[src/rtl/hull_fault_filter.sv]
// rtl/hull_fault_filter.sv - driver fault pin synchronizer, glitch qualifier and fault latch (optional counter: HULL_FAULT_COUNT_EN)
module hull_fault_filter #(
   parameter int unsigned FILTER_LEN = 16
) (
   input  logic       clk,
   input  logic       reset,
   input  logic       fault_n_pin,
   input  logic       clear,
   output logic       fault,
   output logic       fault_pulse,
   output logic [7:0] fault_count
);

   typedef enum logic [1:0] {
      ST_OK    = 2'd0,
      ST_QUAL  = 2'd1,
      ST_FAULT = 2'd2
   } state_t;

   localparam logic [7:0] FLEN = 8'(FILTER_LEN);

   logic       sync1_q;
   logic       sync2_q;
   logic       sync_fault;
   state_t     state_q, state_d;
   logic [7:0] qcnt_q, qcnt_d;
   logic       fault_q, fault_d;
   logic       pulse_q, pulse_d;

   assign sync_fault = sync2_q;

   // Two-flop synchronizer on the inverted (active-high) fault pin
   always_ff @(posedge clk or posedge reset) begin
      if (reset) begin
         sync1_q <= 1'b0;
         sync2_q <= 1'b0;
      end else begin
         sync1_q <= ~fault_n_pin;
         sync2_q <= sync1_q;
      end
   end

   // State, qualification counter and registered outputs
   always_ff @(posedge clk or posedge reset) begin
      if (reset) begin
         state_q <= ST_OK;
         qcnt_q  <= 8'd0;
         fault_q <= 1'b0;
         pulse_q <= 1'b0;
      end else begin
         state_q <= state_d;
         qcnt_q  <= qcnt_d;
         fault_q <= fault_d;
         pulse_q <= pulse_d;
      end
   end

   // Next-state logic: qualify a continuous assertion, latch, release on clear once the pin is quiet
   always_comb begin
      state_d = state_q;
      qcnt_d  = qcnt_q;
      fault_d = fault_q;
      pulse_d = 1'b0;
      case (state_q)
         ST_OK: begin
            fault_d = 1'b0;
            if (sync_fault) begin
               if (FLEN == 8'd1) begin
                  state_d = ST_FAULT;
                  qcnt_d  = FLEN;
                  fault_d = 1'b1;
                  pulse_d = 1'b1;
               end else begin
                  state_d = ST_QUAL;
                  qcnt_d  = 8'd1;
               end
            end else begin
               qcnt_d = 8'd0;
            end
         end
         ST_QUAL: begin
            if (!sync_fault) begin
               state_d = ST_OK;
               qcnt_d  = 8'd0;
            end else if (qcnt_q + 8'd1 >= FLEN) begin
               state_d = ST_FAULT;
               qcnt_d  = FLEN;
               fault_d = 1'b1;
               pulse_d = 1'b1;
            end else begin
               qcnt_d = qcnt_q + 8'd1;
            end
         end
         ST_FAULT: begin
            fault_d = 1'b1;
            // Releasing while the pin is still asserted would just re-latch; hold instead
            if (clear && !sync_fault) begin
               state_d = ST_OK;
               qcnt_d  = 8'd0;
               fault_d = 1'b0;
            end
         end
         default: begin
            state_d = ST_OK;
            qcnt_d  = 8'd0;
            fault_d = 1'b0;
         end
      endcase
   end

   assign fault       = fault_q;
   assign fault_pulse = pulse_q;

`ifdef HULL_FAULT_COUNT_EN
   logic [7:0] count_q;

   // Saturating count of latched faults, stepped alongside the pulse
   always_ff @(posedge clk or posedge reset) begin
      if (reset) begin
         count_q <= 8'd0;
      end else if (pulse_d && (count_q != 8'hFF)) begin
         count_q <= count_q + 8'd1;
      end
   end

   assign fault_count = count_q;
`else
   assign fault_count = 8'd0;
`endif

endmodule

[config.mk]
export PLATFORM = sky130hd
export DESIGN_NAME = hull_fault_filter
export DESIGN_NICKNAME = d
export VERILOG_FILES = /design/src/rtl/hull_fault_filter.sv
export SDC_FILE = /design/constraint.sdc
export NUM_CORES = 1
export LEC_CHECK = 0
export ABC_AREA = 1
export BUFFER_PORTS_ARGS = -buffer_cell sky130_fd_sc_hd__buf_2
export CELL_PAD_IN_SITES_DETAIL_PLACEMENT = 1
export CELL_PAD_IN_SITES_GLOBAL_PLACEMENT = 2
export CORE_MARGIN = 3
export CORE_UTILIZATION = 30
export CTS_CLUSTER_SIZE = 14
export DETAILED_ROUTE_END_ITERATION = 6
export GPL_ROUTABILITY_DRIVEN = 1
export GPL_TIMING_DRIVEN = 1
export MAX_ROUTING_LAYER = met4
export PLACE_DENSITY = 0.82
export RECOVER_POWER = 100
export SLEW_MARGIN = 20
export SYNTH_ARGS = -nofsm -noshare
export SYNTH_HDL_FRONTEND = slang
export SYNTH_SLANG_ARGS = --single-unit
[constraint.sdc]
create_clock -name clk -period 1.7 [get_ports clk]
set_input_delay 0.255 -clock clk [delete_from_list [all_inputs] [get_ports clk]]
set_output_delay 0.255 -clock clk [all_outputs]
set_load 0.01 [all_outputs]
==> results of run 1 <==
==> synth_stat cells <==
| library cell | instances | area share, % |
|---|---|---|
| sky130_fd_sc_hd__nand2_1 | 34 | 15 |
| sky130_fd_sc_hd__inv_1 | 15 | 6.7 |
| sky130_fd_sc_hd__dfrtp_1 | 14 | 42 |
| sky130_fd_sc_hd__buf_4 | 8 | 7.2 |
| sky130_fd_sc_hd__nor2_1 | 8 | 3.6 |
| sky130_fd_sc_hd__nand3_1 | 7 | 4.2 |
| sky130_fd_sc_hd__ha_1 | 4 | 6.0 |
| sky130_fd_sc_hd__o21ai_0 | 3 | 1.8 |
| sky130_fd_sc_hd__nand2_2 | 2 | 1.5 |
| sky130_fd_sc_hd__nand3_2 | 2 | 2.4 |
| sky130_fd_sc_hd__nand4_1 | 2 | 1.5 |
| sky130_fd_sc_hd__o21ai_1 | 2 | 1.2 |
| sky130_fd_sc_hd__a21oi_1 | 1 | 0.60 |
| sky130_fd_sc_hd__clkbuf_1 | 1 | 0.45 |
| sky130_fd_sc_hd__conb_1 | 1 | 0.45 |
| sky130_fd_sc_hd__inv_2 | 1 | 0.45 |
| sky130_fd_sc_hd__nor2_2 | 1 | 0.75 |
| sky130_fd_sc_hd__nor2_4 | 1 | 1.3 |
| sky130_fd_sc_hd__o21a_1 | 1 | 0.90 |
| sky130_fd_sc_hd__o21bai_1 | 1 | 0.90 |
| sky130_fd_sc_hd__xor2_1 | 1 | 1.0 |
==> critical path, delay by kind of cell, from the launching register on <==
family,cells,cell delay (ns)
flops,1,0.46
fa+ha+maj,1,0.18
simple gates,10,0.72
buf+inv,1,0.06
==> per-layer routing <==
| metal | wire length (um) | track usage (%) | part of all wire (%) | vias up |
|---|---|---|---|---|
| li1 | - | - | - | 339 |
| met1 | 759 | 14.2 | 44 | 336 |
| met2 | 914 | 19.2 | 53 | 8 |
| met3 | 55 | 1.97 | 3.2 | 0 |
| met4 | 0 | 4.53 | 0 | 0 |
| met5 | 0 | - | 0 | - |
==> cell type report <==
type                            instances  area, um^2  share of cell area [%]
Timing Repair Buffer                    6        30.0                    3.28
Tap cell                               30        37.5                    4.10
Clock buffer                            4        36.3                    3.96
Sequential cell                        14         350                    38.3
Multi-Input combinational cell         78         402                    43.9
Inverter                               16        60.1                    6.56
==> power breakdown <==
part / total, mW / internal (mW) / switching (mW)
Sequential: 0.422 / 0.374 / 0.0481
Combinational: 0.249 / 0.0947 / 0.154
Clock: 0.237 / 0.130 / 0.107
Total: 0.907 / 0.599 / 0.309
==> stage by stage <==
step	instance area (um^2)	worst slack (ns)	cells	total power, mW
detailed placement	870	0.144	144	0.670
CTS	906	0.119	148	0.921
global route	916	0.00934	148	0.995
finish	916	0.173	148	0.907
floorplan	863	0.327	117	0.613
global placement	870	0.184	144	0.660
==> state kept, by name (all words and copies together) (netlist names) <==
signal	flops
state_q	2
fault_pulse	1
fault	1
sync2_q	1
sync1_q	1
qcnt_q	8
==> worst min-delay path by stage <==
stage / end / cells after the start / slack, ns / from
2_1_floorplan: fault$_DFFE_PP0P_ / 1 / 0.14 / reset
3_3_place_gp: sync1_q$_DFF_PP0_ / 2 / 0.32 / reset
3_5_place_dp: sync1_q$_DFF_PP0_ / 2 / 0.33 / reset
4_1_cts: state_q[1]$_DFFE_PP0P_ / 2 / 0.02 / reset
5_1_grt: state_q[1]$_DFFE_PP0P_ / 2 / 0.03 / reset
6_report: sync1_q$_DFF_PP0_ / 2 / 0.005 / reset
==> kinds of logic after synthesis <==
logic type                 count (synthesis)  synth area share (%)
buffers and inverters                     25                  14.8
other                                      1                 0.448
DFF                                       14                  41.9
and+or+nand+nor                           57                  30.5
xor gates and xnor gates                   1                  1.05
adders and majority gates                  4                  5.98
AOI/OAI and AO/OA                          8                  5.38
==> summary.txt, run 1 <==
Outcome
  • Run status: complete, no violations

Worst setup path
  • Critical Path Slowest Stage Cell: sky130_fd_sc_hd__dfrtp_1
  • Reg2reg end: fault$_DFFE_PP0P_
  • Worst setup path end: fault$_DFFE_PP0P_
  • Data arrival time of the critical path: 1.70 ns
  • Worst R2R Start: qcnt_q[1]$_DFFE_PP0N_
  • Highest net fanout along the worst path: 4
  • Slowest stage delay, CP: 0.46 ns
  • Cells along the critical path: ha_4 -> nand3_1 -> nand2_1 -> nand2_1 -> nor2_1 -> nand2_1 -> nor2_4 -> inv_2 -> nand2_1 -> nand2_1 -> nand2_1 -> nand2_1
  • R2R cell count: 12
  • Cell occurring most often along the worst timing path: sky130_fd_sc_hd__nand2_1
  • CP required: 1.87 ns
  • Worst Path Class, Setup: reg2reg
  • Crit start category: flop
  • Launching instance or port of the critical path: qcnt_q[1]$_DFFE_PP0N_
  • Critical Path End Type: flop
  • Worst reg2reg setup slack: 0.17 ns

STA
  • Final worst clock skew: 0.00107 ns
  • Slew at the pin closest to its max-slew limit: 0.539 ns
  • Fmax: 655 MHz
  • Final min period: 1.53 ns
  • Min Hold Slack: 0.00534 ns
  • Setup violation total in the final timing report: 0
  • Part of the cycle the worst path needs: 89.8%
  • Endpoints failing hold: 0
  • Max-slew violations: 0
  • Worst slew margin: 64.1%
  • Unrepaired setup endpoints after global routing: no
  • Setup_tns: 0 ns

Power and ir drop
  • Maximum vdd ir drop: 462 uV
  • Static Leakage: 0.486 nW
  • Pwr per Cell Area: 991 mW/mm^2

Layout
  • Fraction of layout cells with a size suffix above 1: 13.6%
  • Number of fill cells: 336
  • Area growth from synthesis to final layout: 9.42%
  • Most used cells in the layout excluding fill and tap cells: sky130_fd_sc_hd__nand2_1, sky130_fd_sc_hd__inv_1, sky130_fd_sc_hd__dfrtp_1
  • Most common cell after layout, fill and taps aside: sky130_fd_sc_hd__nand2_1
  • Antenna cell count: 0
  • Number of nets in the finished design: 127
  • Post-layout utilization of the core: 35.7%

Floorplanning
  • Core region area: 0.00257 mm^2
  • Die Footprint: 0.00346 mm^2
  • Initial cell density of the core: 32.6%
  • Top-level I/O count: 14
  • Die Span Y: 58.8 um
  • X dimension of the die: 58.8 um
  • Number of rows in the core area: 18

CTS
  • Clock-pin transition on the worst setup and hold timing paths: 0.09 ns
  • Clock tree from TritonCTS: built
  • Number of H-tree branching levels: 1
  • Post-CTS setup repair buffer count: 0
  • Clock tree sinks: 14
  • # resized after CTS: 0
  • Clk Tree Root Cell: sky130_fd_sc_hd__clkbuf_4
  • Clk buf depth: 2
  • Number of buffers inserted for hold repair after clock tree synthesis: 0
  • Worst-Skew Late Latency: 0.27 ns
  • Cts bufs inserted: 3

Synthesis
  • Gate count of the mapped netlist: 110
  • Seq cells post-synth: 14
  • Count of different cell masters after synthesis: 21
  • Share of the yosys chip area belonging to registers: 41.9%
  • Synthesized cell area: 837 um^2
  • Total number of yosys warnings: 0
  • Post-synthesis area per instance: 7.61 um^2

Global route
  • Pin count of the biggest net entering global routing: 15
  • Antenna violations before repair: 0
  • Via count of the first global-routing pass: 719
  • Total congestion overflow after global routing: 0
  • First-pass GRT wire length: 3.02 mm
  • Total Routing Usage GR: 11.7%

Worst hold path
  • Classification of the worst-slack hold path: in2async

Routing
  • First-pass detailed-route iteration total: 4
  • Wire length per cell after detailed routing: 11.7 um
  • Total vias in the final route: 683
  • Avg Vias per Cell: 4.61
  • DRC: 0
  • Remaining number of nets flagged by the antenna check after routing: 0
  • Starting DRT DRC Count: 15
  • Final routed wirelength across all metal layers: 1.73 mm

Placed design
  • HPWL Detailed: 1.39 mm
  • Count of input and output buffers: 5
  • Routability Congestion: 0.755

Run
  • Number of max-cap violations: 0
Power figures use the tool's default switching activity.
==> inputs of run 2 (changes only) <==
- PLACE_DENSITY: 0.82 -> unset
- PLACE_DENSITY_LB_ADDON: unset -> 0.1
==> run 2 against run 1 <==
  * The run now ends with hold timing left
  * Via count shrank 2.0%
  * Core utilization down 0.098 points
  * Register-to-register slack better by 0.02 ns
  * Cell count is 0.68% higher
  * Die area did not move
  * Critical path type unchanged
  * Largest cell class unchanged
  * Global-route usage grew 0.28 points
  * Sequential share of layout area up 0.10 points
  * Clock power grew 5%
  * Highest routed layer is now met4
  * Largest power group unchanged
  * Clock-buffer cell count unchanged
  * Combinational power barely moved
  * Routed wire length grew 1.4%
==> summary.txt, run 2 (synthesis results as in run 1) <==
Worst setup path
  • Crit start category: flop
  • Cells along the critical path: ha_2 -> nand3_1 -> nand2_1 -> nand2_1 -> nor2_1 -> nand2_1 -> nor2_4 -> inv_2 -> nand3_1 -> o21ai_0
  • Worst reg2reg setup slack: 0.19 ns (+0.02 ns)
  • Data arrival time of the critical path: 1.68 ns (-0.02 ns)
  • Kind of cell adding the most delay to the critical path: simple AND/OR/NAND/NOR gates
  • Worst setup path end: qcnt_q[4]$_DFFE_PP0N_
  • CP required: 1.87 ns (about the same)
  • Highest net fanout along the worst path: 4 (unchanged)
  • Reg2reg end: qcnt_q[4]$_DFFE_PP0N_
  • Cell occurring most often along the worst timing path: sky130_fd_sc_hd__nand2_1
  • Worst R2R Start: qcnt_q[0]$_DFFE_PP0N_
  • Slowest stage delay, CP: 0.42 ns (-0.04 ns)
  • Critical Path Slowest Stage Cell: sky130_fd_sc_hd__dfrtp_1
  • Launching instance or port of the critical path: qcnt_q[0]$_DFFE_PP0N_
  • Worst Path Class, Setup: reg2reg
  • Critical Path End Type: flop
  • R2R cell count: 10 (-2)
  • Total number of cells along the worst setup path: 10 (-2)
  • Number of buffers and inverters on the critical path: 1 (unchanged)

Layout
  • Max FFs per register: 8 (unchanged)
  • Fraction of layout cells with a size suffix above 1: 14.3% (+0.73 points)
  • Most common cell after layout, fill and taps aside: sky130_fd_sc_hd__nand2_1
  • Area growth from synthesis to final layout: 9.12%
  • Biggest regs: qcnt_q: 8 flops, state_q: 2 flops
  • Post-layout utilization of the core: 35.6% (-0.098 points)
  • Largest reg by FF count: qcnt_q
  • Antenna cell count: 0 (unchanged)
  • Number of fill cells: 335 (-0.30%)
  • Most used cells in the layout excluding fill and tap cells: sky130_fd_sc_hd__nand2_1, sky130_fd_sc_hd__inv_1, sky130_fd_sc_hd__dfrtp_1
  • Number of nets in the finished design: 128 (+0.79%)

STA
  • Part of the cycle the worst path needs: 88.6% (-1.2 points)
  • Worst slew margin: 63.8% (-0.25 points)
  • Endpoints failing hold: 14 (+14)
  • Unrepaired setup endpoints after global routing: no
  • Min Hold Slack: -0.00809 ns (-0.0134 ns)
  • Fmax: 664 MHz (+1.4%)
  • Setup violation total in the final timing report: 0 (unchanged)
  • Setup_tns: 0 ns (unchanged)
  • Max-slew violations: 0 (unchanged)
  • Final min period: 1.51 ns (-0.0209 ns)
  • Slew at the pin closest to its max-slew limit: 0.542 ns (+0.00375 ns)
  • Final worst clock skew: 0.000414 ns (-0.000657 ns)

CTS
  • Clock tree from TritonCTS: built
  • Number of buffers inserted for hold repair after clock tree synthesis: 0 (unchanged)
  • Number of H-tree branching levels: 1 (unchanged)
  • Clk Tree Root Cell: sky130_fd_sc_hd__clkbuf_4
  • Clock-pin transition on the worst setup and hold timing paths: 0.09 ns (about the same)
  • Clock tree sinks: 14 (unchanged)
  • Clk buf depth: 2 (unchanged)
  • Cts bufs inserted: 3 (unchanged)
  • Worst-Skew Late Latency: 0.29 ns (+0.02 ns)

Placed design
  • Routability Congestion: 0.692 (-8.4%)
  • HPWL Detailed: 1.41 mm (+0.96%)
  • Count of input and output buffers: 5 (unchanged)

Global route
  • Pin count of the biggest net entering global routing: 15 (unchanged)
  • Via count of the first global-routing pass: 681 (-5.3%)
  • Antenna violations before repair: 0 (unchanged)
  • First-pass GRT wire length: 2.99 mm (-0.93%)
  • Total congestion overflow after global routing: 0 (unchanged)
  • Total Routing Usage GR: 12.0% (+0.28 points)

Floorplanning
  • Core region area: 0.00257 mm^2 (unchanged)
  • Die Footprint: 0.00346 mm^2 (unchanged)
  • Number of rows in the core area: 18 (unchanged)
  • X dimension of the die: 58.8 um (unchanged)
  • Initial cell density of the core: 32.6% (unchanged)
  • Die Span Y: 58.8 um (unchanged)
  • Top-level I/O count: 14 (unchanged)

Routing
  • Final routed wirelength across all metal layers: 1.75 mm (+1.4%)
  • Wire length per cell after detailed routing: 11.8 um (+0.71%)
  • Total vias in the final route: 669 (-2.0%)
  • First-pass detailed-route iteration total: 4 (unchanged)
  • Remaining number of nets flagged by the antenna check after routing: 0 (unchanged)
  • Avg Vias per Cell: 4.49 (-2.7%)
  • DRC: 0 (unchanged)
  • Starting DRT DRC Count: 12 (-3)

Power and ir drop
  • Pwr per Cell Area: 997 mW/mm^2 (+0.61%)
  • Static Leakage: 0.491 nW (+0.99%)
  • Maximum vdd ir drop: 404 uV (-13%)

Run
  • Number of max-cap violations: 0 (unchanged)

Outcome
  • Violated checks: hold timing
  • Run status: finished, violations left

Worst hold path
  • Classification of the worst-slack hold path: in2async
==> run 2: changes by cell type in the layout (fill, tap and decap cells not counted) <==
cell / delta
sky130_fd_sc_hd__o21ai_1: -1
sky130_fd_sc_hd__ha_4: -1
sky130_fd_sc_hd__ha_2: +1
sky130_fd_sc_hd__buf_4: +1
sky130_fd_sc_hd__o21ai_0: +1
==> run 2: layout make-up <==
type / instances / area [um^2] / area share (%)
Tap cell: 30 / 37.5 / 4.11
Multi-Input combinational cell: 78 / 392 / 42.9
Timing Repair Buffer: 7 / 37.5 / 4.11
Clock buffer: 4 / 36.3 / 3.97
Sequential cell: 14 / 350 / 38.4
Inverter: 16 / 60.1 / 6.58
==> run 2: routing by layer <==
layer	vias up	routed length (um)	global-route usage (%)
met5	-	0	-
met4	0	44	6.80
met3	5	77	2.63
met2	14	793	17.5
met1	312	837	15.2
li1	338	-	-
==> run 2: metrics by stage <==
step	std cells	worst slack [ns]	area, um^2	power [mW]
2_1_floorplan	117	0.327	863	0.613
3_3_place_gp	144	0.207	870	0.666
3_5_place_dp	144	0.145	870	0.672
4_1_cts	148	0.134	906	0.924
5_1_grt	149	0.0149	913	0.987
6_report	149	0.194	913	0.910
==> run 2: worst register-to-register path, delay by kind of cell, from the launching register on <==
| kind | cells | cell delay (ns) |
|---|---|---|
| buffers and inverters | 1 | 0.06 |
| AO/OA/AOI/OAI | 1 | 0.10 |
| flip-flops | 1 | 0.42 |
| adder cells (fa/ha/maj) | 1 | 0.22 |
| AND/OR/NAND/NOR | 7 | 0.61 |
==> run 2: repair_timing <==
item	CTS	global route
endpoints found under the hold margin	0	0
resized for setup	0	1
setup buffers	0	1
setup endpoints to repair	0	4
==> run 2: worst min-delay path by stage <==
stage	from	endpoint	slack, ns	cells after the start
after detailed placement	reset	sync1_q$_DFF_PP0_	0.33	2
final	reset	sync1_q$_DFF_PP0_	-0.008	2
after floorplan	reset	fault$_DFFE_PP0P_	0.14	1
after CTS	reset	sync1_q$_DFF_PP0_	0.01	2
after global routing	reset	sync1_q$_DFF_PP0_	0.03	2
after global placement	reset	sync1_q$_DFF_PP0_	0.33	2
==> run 2: power breakdown <==
part / internal [mW] / leakage [nW] / switching (mW) / total, mW
Combinational: 0.0967 / 0.283 / 0.154 / 0.251
Sequential: 0.374 / 0.187 / 0.0377 / 0.412
Clock: 0.131 / 0.0210 / 0.117 / 0.248
==> inputs of run 3 (changes only) <==
- CELL_PAD_IN_SITES_DETAIL_PLACEMENT: 1 -> 0
- CELL_PAD_IN_SITES_GLOBAL_PLACEMENT: 2 -> 1
- CORE_UTILIZATION: 30 -> 39
==> run 3 against run 2 <==
  * The run now ends clean
  * Total power is 3.9% lower
  * Critical path depth is 2 higher
  * Core utilization is 9.4 points higher
  * Non-clock buffer count is 1 lower
  * Sequential power hardly changed
  * Combinational power is 7% lower
  * Die area is 21% lower
  * Routed wire length is 22% lower
  * Sequential share of layout area is 0.59 points higher
  * Critical endpoint is now fault$_DFFE_PP0P_
==> summary.txt, run 3 (synthesis results as in run 1) <==
Worst setup path
  • Worst Path Class, Setup: reg2reg
  • Worst R2R Start: qcnt_q[1]$_DFFE_PP0N_
  • Kind of cell adding the most delay to the critical path: simple AND/OR/NAND/NOR gates
  • Critical Path Slowest Stage Cell: sky130_fd_sc_hd__dfrtp_1
  • Crit start category: flop
  • Total number of cells along the worst setup path: 12 (+2)
  • Slowest stage delay, CP: 0.41 ns (about the same)
  • Highest net fanout along the worst path: 4 (unchanged)
  • Reg2reg end: fault$_DFFE_PP0P_
  • Worst reg2reg setup slack: 0.17 ns (-0.02 ns)
  • Cell occurring most often along the worst timing path: sky130_fd_sc_hd__nand2_1
  • Data arrival time of the critical path: 1.70 ns (+0.02 ns)
  • Number of buffers and inverters on the critical path: 1 (unchanged)
  • R2R cell count: 12 (+2)
  • Cells along the critical path: ha_1 -> nand3_1 -> nand2_1 -> nand2_1 -> nor2_1 -> nand2_1 -> nor2_4 -> inv_2 -> nand2_1 -> nand2_1 -> nand2_1 -> nand2_1
  • Critical Path End Type: flop
  • CP required: 1.87 ns (about the same)

STA
  • Slew at the pin closest to its max-slew limit: 0.525 ns (-0.0175 ns)
  • Final min period: 1.53 ns (+0.0214 ns)
  • Final worst clock skew: 0.000444 ns (+0.0000295 ns)
  • Max-slew violations: 0 (unchanged)
  • Worst slew margin: 65.0% (+1.2 points)
  • Unrepaired setup endpoints after global routing: no
  • Setup violation total in the final timing report: 0 (unchanged)
  • Part of the cycle the worst path needs: 89.9% (+1.3 points)
  • Setup_tns: 0 ns (unchanged)
  • Min Hold Slack: 0.00310 ns (+0.0112 ns)
  • Worst setup slack after layout: 0.172 ns (-0.0214 ns)
  • Fmax: 655 MHz (-1.4%)
  • Endpoints failing hold: 0 (-14)

Layout
  • Filler-free cell count of the finished design: 145 (-2.7%)
  • Biggest regs: qcnt_q: 8 flops, state_q: 2 flops
  • Number of nets in the finished design: 127 (-0.78%)
  • Fraction of layout cells with a size suffix above 1: 12.7% (-1.6 points)
  • Most used cells in the layout excluding fill and tap cells: sky130_fd_sc_hd__nand2_1, sky130_fd_sc_hd__inv_1, sky130_fd_sc_hd__dfrtp_1
  • Most common cell after layout, fill and taps aside: sky130_fd_sc_hd__nand2_1
  • Antenna cell count: 0 (unchanged)
  • Post-layout utilization of the core: 44.9% (+9.4 points)
  • Largest reg by FF count: qcnt_q
  • Max FFs per register: 8 (unchanged)
  • Area growth from synthesis to final layout: 7.47%
  • Post-route cell area: 900 um^2 (-1.5%)

Global route
  • Total Routing Usage GR: 12.3% (+0.32 points)
  • Pin count of the biggest net entering global routing: 15 (unchanged)
  • Antenna violations before repair: 0 (unchanged)
  • First-pass GRT wire length: 2.37 mm (-21%)
  • Total congestion overflow after global routing: 0 (unchanged)
  • Via count of the first global-routing pass: 591 (-13%)

Floorplanning
  • Number of rows in the core area: 16 (-2)
  • Top-level I/O count: 14 (unchanged)
  • Die Footprint: 0.00274 mm^2 (-21%)
  • Die Span Y: 52.3 um (-11%)
  • Core region area: 0.00200 mm^2 (-22%)
  • Initial cell density of the core: 41.8% (+9.2 points)
  • X dimension of the die: 52.3 um (-11%)

Power and ir drop
  • Fraction of power consumed by sequential logic: 46.9% (+1.7 points)
  • Pwr per Cell Area: 973 mW/mm^2 (-2.4%)
  • Switching share of power: 32.3% (-1.7 points)
  • Share of total power in the clock network: 26.5% (-0.7 points)
  • Combinational cell fraction of total power: 26.6% (-1.0 points)
  • Static Leakage: 0.487 nW (-0.70%)
  • Cell-internal power: 593 uW (-1.4%)
  • Overall power: 875 uW (-3.9%)
  • Maximum vdd ir drop: 452 uV (+12%)
  • P_sw: 282 uW (-8.7%)

CTS
  • Clock tree sinks: 14 (unchanged)
  • # resized after CTS: 0 (unchanged)
  • Number of buffers inserted for hold repair after clock tree synthesis: 0 (unchanged)
  • Post-CTS setup repair buffer count: 0 (unchanged)
  • Worst-Skew Late Latency: 0.27 ns (-0.02 ns)
  • Clock-pin transition on the worst setup and hold timing paths: 0.08 ns (about the same)
  • Number of H-tree branching levels: 1 (unchanged)
  • Cts bufs inserted: 3 (unchanged)
  • Clk Tree Root Cell: sky130_fd_sc_hd__clkbuf_4
  • Clk buf depth: 2 (unchanged)
  • Clock tree from TritonCTS: built

Run
  • Number of max-cap violations: 0 (unchanged)

Routing
  • Avg Vias per Cell: 4.47 (-0.47%)
  • Total vias in the final route: 648 (-3.1%)
  • Wire length per cell after detailed routing: 9.42 um (-20%)
  • First-pass detailed-route iteration total: 4 (unchanged)
  • Final routed wirelength across all metal layers: 1.37 mm (-22%)
  • DRC: 0 (unchanged)
  • Remaining number of nets flagged by the antenna check after routing: 0 (unchanged)
  • Starting DRT DRC Count: 13 (+1)

Worst hold path
  • Classification of the worst-slack hold path: in2async

Placed design
  • HPWL Detailed: 1.12 mm (-20%)
  • Number of instances in the placed design: 141 (-2.1%)
  • Count of input and output buffers: 5 (unchanged)
  • Worst slack at placement: 0.172 ns (+0.0272 ns)
  • Routability Congestion: 0.740 (+6.9%)
  • Placed inst area: 866 um^2 (-0.43%)

Outcome
  • Run status: complete, no violations
[run 3: how the worst max path moves through the flow]
stage               slack, ns                  start                endpoint
floorplan                0.33  qcnt_q[0]$_DFFE_PP0N_       fault$_DFFE_PP0P_
global placement         0.20  qcnt_q[1]$_DFFE_PP0N_       fault$_DFFE_PP0P_
detailed placement       0.17  qcnt_q[1]$_DFFE_PP0N_       fault$_DFFE_PP0P_
CTS                      0.16  qcnt_q[1]$_DFFE_PP0N_       fault$_DFFE_PP0P_
global route            0.003  qcnt_q[0]$_DFFE_PP0N_  state_q[0]$_DFFE_PP0P_
finish                   0.17  qcnt_q[1]$_DFFE_PP0N_       fault$_DFFE_PP0P_
[run 3: layout make-up]
type	instances	area, um^2
tap	27	33.8
inverter	16	60.1
timing repair buffer	6	30.0
sequential	14	350
fill	208	1100
multi-input combinational	78	389
clock buffer	4	36.3
[run 3: per-layer routing]
metal / share of wire [%] / vias to the layer above / GRT usage (%)
li1: - / 340 / -
met4: 0.66 / 0 / 6.38
met2: 49 / 13 / 20.9
met5: 0 / - / -
met1: 46 / 293 / 13.5
met3: 4.1 / 2 / 2.56
[run 3: power groups by stage]
stage | clock network (mW) | logic (mW) | registers [mW]
floorplan | 0 | 0.197 | 0.416
global placement | 0 | 0.242 | 0.415
detailed placement | 0 | 0.240 | 0.415
CTS | 0.243 | 0.240 | 0.410
global route | 0.260 | 0.275 | 0.417
finish | 0.232 | 0.233 | 0.410
